**config.mk**
```make
export PLATFORM = sky130hd
export DESIGN_NAME = alu_sequencer
export DESIGN_NICKNAME = d
export VERILOG_FILES = /design/src/rtl/alu_sequencer.sv
export SDC_FILE = /design/constraint.sdc
export NUM_CORES = 1
export LEC_CHECK = 0
export ABC_CLOCK_PERIOD_IN_PS = 1680
export BUFFER_PORTS_ARGS = -buffer_cell sky130_fd_sc_hd__buf_2
export CAP_MARGIN = 0
export CORE_MARGIN = 3
export CORE_UTILIZATION = 53
export CTS_CLUSTER_DIAMETER = 60
export DETAILED_ROUTE_END_ITERATION = 10
export PLACE_DENSITY = 0.83
export SLEW_MARGIN = 20
export SYNTH_ARGS = -nofsm -noshare
export SYNTH_HDL_FRONTEND = slang
export SYNTH_SLANG_ARGS = --single-unit
```
**constraint.sdc**
```tcl
create_clock -name clk -period 1.68 [get_ports clk]
set_input_delay 0.42 -clock clk [delete_from_list [all_inputs] [get_ports clk]]
set_output_delay 0.42 -clock clk [all_outputs]
set_load 0.01 [all_outputs]
```
**src/rtl/alu_sequencer.sv**
```systemverilog
// Drives every opcode through an external ALU with fixed operands and stores each result in a buffer.
// Optional XOR checksum of the sweep's results: define ALU_SEQ_CHECKSUM_EN (otherwise checksum is tied to 0).
module alu_sequencer #(
  parameter int DATA_W  = 4,
  parameter int OP_W    = 4,
  parameter int ALU_LAT = 1
) (
  input  logic              clk,
  input  logic              rst_n,
  input  logic              start,
  input  logic [DATA_W-1:0] a_in,
  input  logic [DATA_W-1:0] b_in,
  output logic              busy,
  output logic              done,
  output logic [DATA_W-1:0] alu_a,
  output logic [DATA_W-1:0] alu_b,
  output logic [OP_W-1:0]   alu_instr,
  input  logic [DATA_W-1:0] alu_result,
  input  logic [OP_W-1:0]   rd_addr,
  output logic [DATA_W-1:0] rd_data,
  output logic [DATA_W-1:0] checksum
);

  localparam int DEPTH = 2**OP_W;
  localparam logic [OP_W-1:0] K_LAST = OP_W'(DEPTH - 1);
  localparam logic [OP_W-1:0] K_ONE  = OP_W'(1);
  // WAIT spans ALU_LAT-1 cycles; the counter's last value is ALU_LAT-2.
  localparam logic [2:0] WAIT_LAST = (ALU_LAT > 1) ? 3'(ALU_LAT - 2) : 3'd0;

  typedef enum logic [2:0] {S_IDLE, S_ISSUE, S_WAIT, S_CAPTURE, S_DONE} state_t;

  state_t                       state;
  logic [OP_W-1:0]              k;
  logic [2:0]                   cnt;
  logic [DEPTH-1:0][DATA_W-1:0] mem;

  always_ff @(posedge clk or negedge rst_n) begin
    if (!rst_n) begin
      state     <= S_IDLE;
      busy      <= 1'b0;
      done      <= 1'b0;
      alu_a     <= '0;
      alu_b     <= '0;
      alu_instr <= '0;
      k         <= '0;
      cnt       <= '0;
    end else begin
      case (state)
        S_IDLE: begin
          if (start) begin
            alu_a     <= a_in;
            alu_b     <= b_in;
            k         <= '0;
            alu_instr <= '0;
            busy      <= 1'b1;
            state     <= S_ISSUE;
          end
        end
        S_ISSUE: begin
          cnt   <= '0;
          state <= (ALU_LAT > 1) ? S_WAIT : S_CAPTURE;
        end
        S_WAIT: begin
          cnt <= cnt + 3'd1;
          if (cnt == WAIT_LAST) state <= S_CAPTURE;
        end
        S_CAPTURE: begin
          if (k == K_LAST) begin
            done  <= 1'b1;
            state <= S_DONE;
          end else begin
            k         <= k + K_ONE;
            alu_instr <= k + K_ONE;
            state     <= S_ISSUE;
          end
        end
        S_DONE: begin
          // start is deliberately not sampled here; the next sweep needs one IDLE cycle.
          done  <= 1'b0;
          busy  <= 1'b0;
          state <= S_IDLE;
        end
        default: state <= S_IDLE;
      endcase
    end
  end

  // Reads see contents as of the previous edge, even when the same entry is being captured.
  always_ff @(posedge clk or negedge rst_n) begin
    if (!rst_n) begin
      mem     <= '0;
      rd_data <= '0;
    end else begin
      if (state == S_CAPTURE) mem[k] <= alu_result;
      rd_data <= mem[rd_addr];
    end
  end

`ifdef ALU_SEQ_CHECKSUM_EN
  always_ff @(posedge clk or negedge rst_n) begin
    if (!rst_n)                        checksum <= '0;
    else if (state == S_IDLE && start) checksum <= '0;
    else if (state == S_CAPTURE)       checksum <= checksum ^ alu_result;
  end
`else
  assign checksum = '0;
`endif

endmodule

```
==> impl.org <==
** Status
- Result of the run :: complete, no violations

** Clock network
- CTS H-tree lvls :: 3
- Clock transition at the registers of the reported paths :: 80 ps
- The longest clock path from root to sink contains 2 buffers.
- Latest clock arrival within the worst-skew pair :: 360 ps
- TritonCTS built the clock tree.
- Counting every sink on the clock net gives 88.
- Number of buffers inserted during clock tree synthesis :: 9
- CTS root buffer :: sky130_fd_sc_hd__clkbuf_8

** Synthesis
- Count of flip-flops with a built-in enable after synthesis :: 0
- Mean cell area of the mapped netlist :: 14.0 sq um
- Simple-gate share of the synthesized area :: 9.04%
- Count of unique library cells instantiated by Yosys :: 41
- In the synthesized netlist the dominant register cell turns out to be sky130_fd_sc_hd__dfrtp_1.
- The mapped netlist covers 4140 sq um.
- Share of synthesized area occupied by flip-flops and latches :: 53.2%
- Number of storage elements in the synthesis netlist :: 88
- Of the total synthesized cell area, the portion taken by XOR and XNOR cells is 0.212%.
- After synthesis, the share of flip-flops with an asynchronous set or reset is 100%.
- Warnings from Yosys :: 0
- Post-synthesis compound-gate area fraction :: 4.35%
- Measured against the total synthesized area, the mux share comes to 28.3%.
- By area, the combinational part of the netlist is dominated by multiplexers.
- Number of instances in the synthesized netlist :: 296
- Post-synthesis share of cell area spent on full adders, half adders and majority gates :: 1.81%

** Die
- Placeable Area :: 7410 sq um
- Vertical extent of the die :: 94.4 microns
- In this run the horizontal extent of the chip is 94.4 microns.
- Initial cell density of the core :: 55.9%
- DIE AREA :: 8910 sq um
- I/O pin cnt :: 41
- Std cell rows :: 31

** STA
- The final count of hold timing violations was 0.
- Final setup violation count :: 0
- Summed over all failing endpoints, the final setup total negative slack is 0 ps.
- The clock arrives with 11.5 ps of skew.
- The worst path in the final design needs a cycle of 1670 ps, including I/O delays and setup.
- The final number of max-transition violations came to 0.
- Final critical-path setup slack :: 5.38 ps
- Max Freq :: 597 MHz
- Share of the clock period used by the worst path after layout :: 99.7%
- Final-layout worst hold slack :: 293 ps

** Finish
- Count of antenna diodes in the layout :: 0
- Sequential cell area :: 2210 sq um
- The area growth from synthesis to layout is 18.6%.
- Final std cells w/o fill :: 464
- Fill cell count :: 536
- Multi-input combinational cell area :: 1880 sq um
- Most common cell after layout, fill and taps aside :: sky130_fd_sc_hd__dfrtp_1
- At the end of the flow, the number of nets in the layout was 386.
- Fraction of layout cells with a size suffix above 1 :: 53.4%
- Commonest cells after routing, fill and taps aside :: 84 x sky130_fd_sc_hd__dfrtp_1, 71 x sky130_fd_sc_hd__mux2_2, 35 x sky130_fd_sc_hd__buf_2, 27 x sky130_fd_sc_hd__buf_4, 16 x sky130_fd_sc_hd__mux4_2

** Worst setup path
- At the worst endpoint, the required time is 1920 ps.
- The critical path in this run is classified as register to register.
- On the critical path, the stage with the largest delay is an instance of sky130_fd_sc_hd__dfrtp_1.
- Along the worst path, the maximum fanout reaches 7.
- Critical path endpoint category :: register
- Critical-path cell list :: nand4b_1 > nor3b_2 > buf_4 > mux2_2
- For this run, the slowest stage of the critical path takes 440 ps.
- Register-to-Register Setup Slack :: 5 ps
- Data arrival at the endpoint of the critical path :: 1920 ps
- The worst setup path is launched from a register.

** Drt
- DR pass1 iterations :: 4
- Vias :: 2713
- Final routed wirelength across all metal layers :: 8740 microns
- In the final routed layout, each cell accounts on average for 18.8 microns.
- In this run, the number of DRC markers left after iteration 0 of detailed routing was 119.
- The count of nets left with antenna violations once routing finished came out at 0.
- Vias/cell :: 5.85
- DRC :: 0

** Power and ir drop
- Clock share of power :: 17.4%
- The internal portion of the total power is 5520 uW.
- Leak pwr :: 0.00209 uW
- Reg power frac :: 46.4%
- Net switching share of the total power :: 32.1%
- VDD sags by at most 909 uV.
- For this design the ratio of total power to cell area is 1650 nW/um^2.
- Switch Pwr :: 2610 uW
- Logic gate share of total power :: 36.2%

** Global route
- Entering global routing, the biggest net connects 32 pins.
- The number of global-route vias before repair was 2780.
- Antenna violations before repair :: 0
- Gr ovfl total :: 0
- The first global-routing pass estimated 13900 microns of wire.
- Global routing used 20.7% of the available tracks across all layers.

** Placed design
- After detailed placement, the design holds a cell count of 446.
- Summed over all nets, the half-perimeter wirelength after detailed placement is 6270 microns.
- Gpl congestion :: 0.850
- Port buffering added 36 buffers.
- Prior to clock tree synthesis, the placed netlist has a worst setup slack of -8.93 ps.

** Worst hold path
- Tightest Hold Check Type :: input port to register

** Run
- Max-cap violations in this run came to 0.
[through the flow]
step	util, %	cell area [sq um]	total power (uW)
floorplan	-	4150	5550
global placement	62.4	4630	6380
detailed placement	62.4	4630	6590
CTS	65.3	4840	8030
global route	66.3	4910	8580
finish	66.3	4910	8120
[state kept, by name, summed over array words and instances, names as in the netlist]
name	count
alu_a	4
alu_b	4
busy	1
cnt	3
done	1
k	4
mem	64
rd_data	4
state	3
[cell families (layout without fill, tap and decap cells)]
family                   Yosys count  in the layout
AO/OA/AOI/OAI                     29             29
buffers and inverters             25             91
multiplexers                      88             88
XOR/XNOR                           1              1
AND/OR/NAND/NOR                   58             58
other                              1              4
flip-flops                        88             88
adder cells (fa/ha/maj)            6              6
[final timing paths]
| path | from | end | cells after the start |
|---|---|---|---|
| max in group asynchronous | rst_n | mem[50]$_DFFE_PN0P_ | 3 |
| min in group asynchronous | rst_n | mem[1]$_DFFE_PN0P_ | 2 |
| min | b_in[3] | alu_b[3]$_DFFE_PN0P_ | 2 |
| max | state[2]$_DFFE_PN0P_ | mem[35]$_DFFE_PN0P_ | 4 |
| min reg2reg | done$_DFFE_PN0P_ | done$_DFFE_PN0P_ | 1 |
| max reg2reg | state[2]$_DFFE_PN0P_ | mem[35]$_DFFE_PN0P_ | 4 |
[timing repair]
item,4_1_cts,5_1_grt
buffers inserted,2,0
hold buffers,1,0
gates resized for setup,3,21
endpoints found under the setup margin,5,50
endpoints found under the hold margin,1,0
pin swaps,1,2
[cell usage after synthesis, drive strengths merged, types with 2 or more instances]
cell type  number  area, sq um
inv             6         22.5
nand3b          2         15.0
nor2           13         58.8
a31oi           2         12.5
nand3          11         55.1
clkbuf          8         32.5
nor3            2         20.0
or3             2         17.5
dfrtp          88         2200
a22oi           4         30.0
nand2           9         33.8
ha              6         75.1
o21ai           8         40.0
mux2           72          811
nand4b          5         58.8
buf            11         68.8
mux4           16          360
nor3b           3         32.5
and3b           2         17.5
a21oi          10         50.1
nor2b           2         12.5
nand2b          2         12.5
and2            2         12.5
[worst max-delay path, delay by kind of cell (launching register included)]
family                 cells  cell delay (ps)
AND/OR/NAND/NOR            2              620
buffers and inverters      1              180
flip-flops                 1              440
multiplexers               1              330
[power groups by stage]
stage,registers (uW),logic (uW),clock network (uW)
after floorplan,3600,1950,0
after global placement,3700,2680,0
after detailed placement,3770,2820,0
after CTS,3740,2870,1420
after global routing,3890,3180,1510
final,3770,2940,1410
[layout make-up]
type | count | area share [%]
Clock buffer | 10 | 2.60
Clock inverter | 5 | 1.15
Multi-Input combinational cell | 186 | 38.2
Timing Repair Buffer | 70 | 10.0
Inverter | 6 | 0.510
Sequential cell | 88 | 45.0
Tap cell | 99 | 2.52
[per-layer routing]
layer / GRT usage, % / share of wire, % / wire, microns / up-vias
met5: 0 / 0 / 0 / -
li1: - / - / - / 1209
met4: 7.70 / 1.8 / 161 / 0
met1: 28.7 / 44 / 3840 / 1405
met2: 33.4 / 49 / 4300 / 86
met3: 3.19 / 5.1 / 444 / 13
No activity file was read; power rests on OpenSTA's default activity.
